File: config.mk
export PLATFORM = sky130hd
export DESIGN_NAME = rs_codec_arb
export DESIGN_NICKNAME = d
export VERILOG_FILES = /design/src/rtl/rs_arb_pkg.sv /design/src/rtl/rs_arb_rsp_fifo.sv /design/src/rtl/rs_codec_arb.sv
export SDC_FILE = /design/constraint.sdc
export NUM_CORES = 1
export LEC_CHECK = 0
export BUFFER_PORTS_ARGS = -buffer_cell sky130_fd_sc_hd__buf_2
export CORE_AREA = 3 3 164 181
export DETAILED_ROUTE_END_ITERATION = 6
export DIE_AREA = 0 0 167 184
export PLACE_DENSITY = 0.79
export SYNTH_ARGS = -nofsm -noshare
export SYNTH_HDL_FRONTEND = slang
export SYNTH_SLANG_ARGS = --single-unit
File: constraint.sdc
create_clock -name clk -period 4 [get_ports clk]
set_clock_uncertainty 0.2 [all_clocks]
set_input_delay 0 -clock clk [delete_from_list [all_inputs] [get_ports clk]]
set_output_delay 0 -clock clk [all_outputs]
set_load 0.01 [all_outputs]
File: src/rtl/rs_arb_pkg.sv
// Shared types and constants for the RS(15,9) codec arbiter: symbol geometry,
// the response FIFO entry and the in-flight tag that follows a job through the codec.
package rs_arb_pkg;
    localparam int K      = 9;
    localparam int N      = 15;
    localparam int SYM_W  = 4;
    localparam int DATA_W = K * SYM_W;
    localparam int CHK_W  = (N - K) * SYM_W;
    // Wide enough for the largest supported requester count (4).
    localparam int ID_W   = 2;

    typedef struct packed {
        logic [ID_W-1:0]   id;
        logic              gen;
        logic [DATA_W-1:0] data;
        logic [CHK_W-1:0]  chk;
        logic              err_detect;
        logic              err_multpl;
    } rsp_entry_t;

    typedef struct packed {
        logic            valid;
        logic [ID_W-1:0] id;
        logic            gen;
    } tag_t;
endpackage

File: src/rtl/rs_arb_rsp_fifo.sv
// Show-ahead synchronous response FIFO; the head entry is visible on rd_data
// whenever rd_valid is high and leaves on rd_en.
module rs_arb_rsp_fifo
    import rs_arb_pkg::*;
#(
    parameter int DEPTH = 4
) (
    input  logic       clk,
    input  logic       rst,
    input  logic       wr_en,
    input  rsp_entry_t wr_data,
    input  logic       rd_en,
    output logic       rd_valid,
    output rsp_entry_t rd_data
);
    localparam int AW = (DEPTH > 1) ? $clog2(DEPTH) : 1;
    localparam int CW = $clog2(DEPTH + 1);

    rsp_entry_t      mem [DEPTH];
    logic [AW-1:0]   wr_ptr;
    logic [AW-1:0]   rd_ptr;
    logic [CW-1:0]   count;
    logic            full;
    logic            do_rd;

    assign full     = (count == CW'(DEPTH));
    assign rd_valid = (count != '0);
    assign rd_data  = mem[rd_ptr];
    assign do_rd    = rd_en && rd_valid;

    always_ff @(posedge clk) begin
        if (wr_en && !full) begin
            mem[wr_ptr] <= wr_data;
        end
    end

    always_ff @(posedge clk or posedge rst) begin
        if (rst) begin
            wr_ptr <= '0;
            rd_ptr <= '0;
            count  <= '0;
        end else begin
            if (wr_en && !full) begin
                wr_ptr <= (wr_ptr == AW'(DEPTH - 1)) ? '0 : wr_ptr + AW'(1);
            end
            if (do_rd) begin
                rd_ptr <= (rd_ptr == AW'(DEPTH - 1)) ? '0 : rd_ptr + AW'(1);
            end
            if ((wr_en && !full) && !do_rd) begin
                count <= count + CW'(1);
            end else if (do_rd && !(wr_en && !full)) begin
                count <= count - CW'(1);
            end
        end
    end

    // Credit accounting upstream makes a write into a full FIFO impossible.
    always @(posedge clk) begin
        if (!rst) begin
            assert (!(wr_en && full)) else $error("rs_arb_rsp_fifo: write while full");
        end
    end
endmodule

File: src/rtl/rs_codec_arb.sv
// Round-robin arbiter sharing one RS(15,9) codec between requesters, with tag
// tracking through the codec latency and a credit-guarded response FIFO.
// Optional RS_ARB_STATS_EN adds stat_corr / stat_uncorr decode error counters.
module rs_codec_arb #(
    parameter int NUM_REQ   = 2,
    parameter int CODEC_LAT = 1,
    parameter int RSP_DEPTH = 4,
    parameter int SYM_W     = 4
) (
    input  logic                                  clk,
    input  logic                                  rst,
    input  logic                                  correct_n,
    input  logic [NUM_REQ-1:0]                    req_valid,
    output logic [NUM_REQ-1:0]                    req_ready,
    input  logic [NUM_REQ-1:0]                    req_gen,
    input  logic [NUM_REQ*rs_arb_pkg::DATA_W-1:0] req_data,
    input  logic [NUM_REQ*rs_arb_pkg::CHK_W-1:0]  req_chk,
    output logic                                  cdc_gen,
    output logic                                  cdc_correct_n,
    output logic [rs_arb_pkg::DATA_W-1:0]         cdc_datain,
    output logic [rs_arb_pkg::CHK_W-1:0]          cdc_chkin,
    input  logic [rs_arb_pkg::DATA_W-1:0]         cdc_dataout,
    input  logic [rs_arb_pkg::CHK_W-1:0]          cdc_chkout,
    input  logic                                  cdc_err_detect,
    input  logic                                  cdc_err_multpl,
    output logic                                  rsp_valid,
    input  logic                                  rsp_ready,
    output logic [((NUM_REQ > 2) ? 1 : 0):0]      rsp_id,
    output logic                                  rsp_gen,
    output logic [rs_arb_pkg::DATA_W-1:0]         rsp_data,
    output logic [rs_arb_pkg::CHK_W-1:0]          rsp_chk,
    output logic                                  rsp_err_detect,
    output logic                                  rsp_err_multpl
`ifdef RS_ARB_STATS_EN
    ,
    output logic [15:0]                           stat_corr,
    output logic [15:0]                           stat_uncorr
`endif
);
    import rs_arb_pkg::*;

    localparam int RID_W = (NUM_REQ > 2) ? 2 : 1;
    localparam int CR_W  = $clog2(RSP_DEPTH + 1);

    if (SYM_W != rs_arb_pkg::SYM_W || NUM_REQ < 2 || NUM_REQ > 4 ||
        CODEC_LAT < 1 || RSP_DEPTH < 1) begin : g_param_check
        $error("rs_codec_arb: unsupported parameter set");
    end

    logic [NUM_REQ-1:0] grant;
    logic [RID_W-1:0]   gnt_idx;
    logic [RID_W-1:0]   ptr;
    logic [CR_W-1:0]    credits;
    logic               accept;
    logic               pop;
    int                 cand;
    tag_t               issue_tag;
    tag_t               tag_pipe [CODEC_LAT];
    tag_t               cap_tag;
    rsp_entry_t         wr_entry;
    rsp_entry_t         head;
    logic               fifo_valid;
    logic               unused_id_bits;

    // Scan downwards so the lowest offset from ptr+1 is the one that sticks.
    always_comb begin
        grant   = '0;
        gnt_idx = '0;
        cand    = 0;
        if (credits != '0) begin
            for (int k = NUM_REQ; k >= 1; k--) begin
                cand = (int'(ptr) + k) % NUM_REQ;
                if (req_valid[cand]) begin
                    grant       = '0;
                    grant[cand] = 1'b1;
                    gnt_idx     = RID_W'(cand);
                end
            end
        end
    end

    assign req_ready = grant;
    assign accept    = |grant;
    assign pop       = fifo_valid && rsp_ready;

    always_ff @(posedge clk or posedge rst) begin
        if (rst) begin
            ptr           <= RID_W'(NUM_REQ - 1);
            credits       <= CR_W'(RSP_DEPTH);
            cdc_gen       <= 1'b0;
            cdc_correct_n <= 1'b0;
            cdc_datain    <= '0;
            cdc_chkin     <= '0;
            issue_tag     <= '0;
        end else begin
            issue_tag <= '0;
            if (accept) begin
                ptr             <= gnt_idx;
                cdc_gen         <= req_gen[gnt_idx];
                cdc_correct_n   <= correct_n;
                cdc_datain      <= req_data[int'(gnt_idx)*DATA_W +: DATA_W];
                cdc_chkin       <= req_chk[int'(gnt_idx)*CHK_W +: CHK_W];
                issue_tag.valid <= 1'b1;
                issue_tag.id    <= ID_W'(gnt_idx);
                issue_tag.gen   <= req_gen[gnt_idx];
            end
            if (accept && !pop) begin
                credits <= credits - CR_W'(1);
            end else if (pop && !accept) begin
                credits <= credits + CR_W'(1);
            end
        end
    end

    // issue_tag lines up with the codec input registers; the pipe adds the codec latency.
    always_ff @(posedge clk or posedge rst) begin
        if (rst) begin
            for (int i = 0; i < CODEC_LAT; i++) begin
                tag_pipe[i] <= '0;
            end
        end else begin
            tag_pipe[0] <= issue_tag;
            for (int i = 1; i < CODEC_LAT; i++) begin
                tag_pipe[i] <= tag_pipe[i-1];
            end
        end
    end

    assign cap_tag = tag_pipe[CODEC_LAT-1];

    always_comb begin
        wr_entry            = '0;
        wr_entry.id         = cap_tag.id;
        wr_entry.gen        = cap_tag.gen;
        wr_entry.data       = cdc_dataout;
        wr_entry.chk        = cdc_chkout;
        wr_entry.err_detect = cdc_err_detect && !cap_tag.gen;
        wr_entry.err_multpl = cdc_err_multpl && !cap_tag.gen;
    end

    rs_arb_rsp_fifo #(
        .DEPTH (RSP_DEPTH)
    ) u_rsp_fifo (
        .clk      (clk),
        .rst      (rst),
        .wr_en    (cap_tag.valid),
        .wr_data  (wr_entry),
        .rd_en    (pop),
        .rd_valid (fifo_valid),
        .rd_data  (head)
    );

    assign rsp_valid      = fifo_valid;
    assign rsp_id         = fifo_valid ? head.id[RID_W-1:0] : '0;
    assign rsp_gen        = fifo_valid ? head.gen : 1'b0;
    assign rsp_data       = fifo_valid ? head.data : '0;
    assign rsp_chk        = fifo_valid ? head.chk : '0;
    assign rsp_err_detect = fifo_valid ? head.err_detect : 1'b0;
    assign rsp_err_multpl = fifo_valid ? head.err_multpl : 1'b0;
    assign unused_id_bits = ^head.id;

`ifdef RS_ARB_STATS_EN
    always_ff @(posedge clk or posedge rst) begin
        if (rst) begin
            stat_corr   <= '0;
            stat_uncorr <= '0;
        end else if (pop && !head.gen) begin
            if (head.err_multpl) begin
                if (stat_uncorr != 16'hFFFF) stat_uncorr <= stat_uncorr + 16'd1;
            end else if (head.err_detect) begin
                if (stat_corr != 16'hFFFF) stat_corr <= stat_corr + 16'd1;
            end
        end
    end
`endif
endmodule

==> metrics <==
width of the die 167 µm; Via Count 9454; die area 30700 µm²; P&R area growth vs syn 34.4%; endpoints failing hold 0; Pwr Density 762 nW/µm²; final number of setup-violating endpoints 0; # fillers 1831; Core ar. 27900 µm²; crit path DAT 3.20 ns; Net Sw Power 4.78 mW; Mean Syn Cell Area 16.9 µm²; H-tree depth 2; Setup WS pre-CTS 1.05 ns; initial antenna violation count 7; critical-path cell list and2_2 > o21ai_0 > a31oi_2 > dlygate4sd3_1; met2 WL 17.8 mm; Crit-path slowest cell and2_2; top cells by area, synth edfxtp_1 55%, dfrtp_1 14%, mux4_2 10%; Yosys cell types 31; Max Freq 0.337 GHz; crit path buf inv count 1; Syn Std Cell Area 13900 µm²; worst path required time 4.23 ns; Max VDD drop 0.000588 V; Nets 1519; Routability Congestion 0.827; first-pass GRT wire length 56.1 mm; placed instance area 15700 µm²; crit-path max FO 63; vias in the first global route 10200; delay-heaviest family, CP simple AND/OR/NAND/NOR gates; first drt pass iteration count 5; Primary FF master, synth edfxtp_1; number of max-cap violations 0; Hold Path Class primary input to flip-flop; crit end category flip-flop; DP Wirelength 20.1 mm; Overall Global Routing Usage 0.232; Crit Path Category flip-flop to flip-flop; Met3 Wirelength 3.21 mm; post-CTS resize count 0; warning count from the yosys run 0; # DRC 0; slack of the critical path 1.03 ns; DR iter-0 viols 767; setup_tns 0 ns; share of layout cells above drive strength 1 0.384; post-route cell area 18700 µm²; CTS tree built; Initial Utilization 0.498; gr ovfl total 0; routed len/inst 21.0 µm; Syn Inst Count 826; Final min period 2.97 ns; Clk Latency, worst-skew pair 0.51 ns; Logic pwr share 0.391; Sink Count 335; RSZ-0062 raised after global routing no; Net Count, Synth 1025; clock group share of total power 0.210; Slew Viols, Final 0; Synth top area share 0.552; # IOs 319; status completed; final worst-path cycle share 0.742; clock buffer depth 3; Total Power 14.3 mW; Routed met1 length 13.7 mm; startpoint types flip-flop; post-route antenna net violation count 0; P_leak 7.04 nW; commonest cells in the synthesized netlist 256 x edfxtp_1, 77 x dfrtp_1, 69 x and2_1, 69 x nor2_1, 64 x mux4_2; WL final 36.1 mm; Sw Share 0.335; port bufs 318; Cell Int Power 9.48 mW; Die Y 184 µm; Worst slew margin 0.270; Seq/Total Area, Yosys 0.695; number of vias per cell 5.51; max layer used met4; largest net degree at the start of global routing 126; root buf cell clkbuf_16; top-count cell post-synth edfxtp_1; Worst Tran Pin Value 1.09 ns; total CTS buffers 35; Post-synth EDFFs 256; area leader, netlist edfxtp_1; Sequential Power Share 0.399; Row Count 64; R2R Setup Slk 1.03 ns; CP max stage delay 0.86 ns; clock-pin transition on the worst setup and hold timing paths 0.06 ns; FFs w/ async S/R, synth 0.236; Synth Register Bits 335
metal layers:
| layer | GRT usage | vias up |
|---|---|---|
| met3 | 0.0512 | 83 |
| met1 | 0.300 | 4671 |
| met4 | 0.0931 | 0 |
| met5 | 0 | - |
| met2 | 0.388 | 517 |
| li1 | - | 4183 |
state kept, by name, summed over array words and instances, names as in the netlist:
signal and cells:
u_rsp_fifo.rd_ptr 2, cdc_correct_n 1, cdc_chkin 24, u_rsp_fifo.count 3, cdc_gen 1, u_rsp_fifo.wr_ptr 2
cap_tag 3, ptr 1, issue_tag 3, credits 3, u_rsp_fifo.mem 256, cdc_datain 36
power groups by stage:
| stage | clock [mW] | combinational (mW) | sequential (mW) |
|---|---|---|---|
| CTS | 3.06 | 5.53 | 5.69 |
| detailed placement | 0 | 4.99 | 5.75 |
| floorplan | 0 | 3.31 | 5.63 |
| global placement | 0 | 4.91 | 5.68 |
| global route | 3.20 | 6.01 | 5.82 |
| finish | 2.99 | 5.57 | 5.69 |
metrics by stage:
stage	hold WS [ns]	util	cells
2_1_floorplan	-0.138	-	826
3_3_place_gp	-0.0331	0.563	1455
3_5_place_dp	-0.0198	0.563	1455
4_1_cts	0.0238	0.669	1708
5_1_grt	0.0501	0.669	1713
6_report	0.0513	0.669	1715
cell usage in the layout, fill, tap and decap left out, drive strengths merged, types with 3 or more instances in the layout:
cell	Yosys	final
nand2	3	3
nor2	69	69
nand3	61	61
xor2	4	4
diode	0	7
clkinv	0	13
and2	69	69
clkbuf	21	46
buf	41	328
dfrtp	77	77
dlygate4sd3	0	191
mux2	6	6
mux4	64	64
edfxtp	256	256
ha	7	7
a31oi	62	62
inv	8	9
o21ai	61	61
cell type report:
class / instances / area (µm²) / share of cell area
Sequential cell: 335 / 9670 / 0.517
Multi-Input combinational cell: 421 / 3870 / 0.207
Timing Repair Buffer: 519 / 3600 / 0.193
Clock buffer: 46 / 938 / 0.0502
Tap cell: 363 / 454 / 0.0243
Clock inverter: 16 / 120 / 0.00642
Inverter: 8 / 31.3 / 0.00167
Antenna cell: 7 / 17.5 / 0.000936
repair_timing:
action,CTS,global route
setup buffers,0,0
hold endpoints to repair,363,0
hold buffers,191,0
logic make-up after synthesis:
group / synth area share
buf+inv: 0.0286
flops: 0.695
simple gates: 0.0742
compound gates: 0.0806
xor+xnor: 0.00378
mux: 0.109
fa+ha+maj: 0.00917
final timing paths:
path	from	endpoint	cells after the start
setup reg to reg	ptr	cdc_chkin[10]	4
setup / recovery	ptr	cdc_chkin[10]	4
hold reg to reg	issue_tag[3]	cap_tag[3]	0
max in group asynchronous	rst	cdc_chkin[5]	5
min in group asynchronous	rst	cdc_chkin[7]	4
hold / removal	cdc_dataout[13]	u_rsp_fifo.mem[1][39]	2
Power figures use the tool's default switching activity.
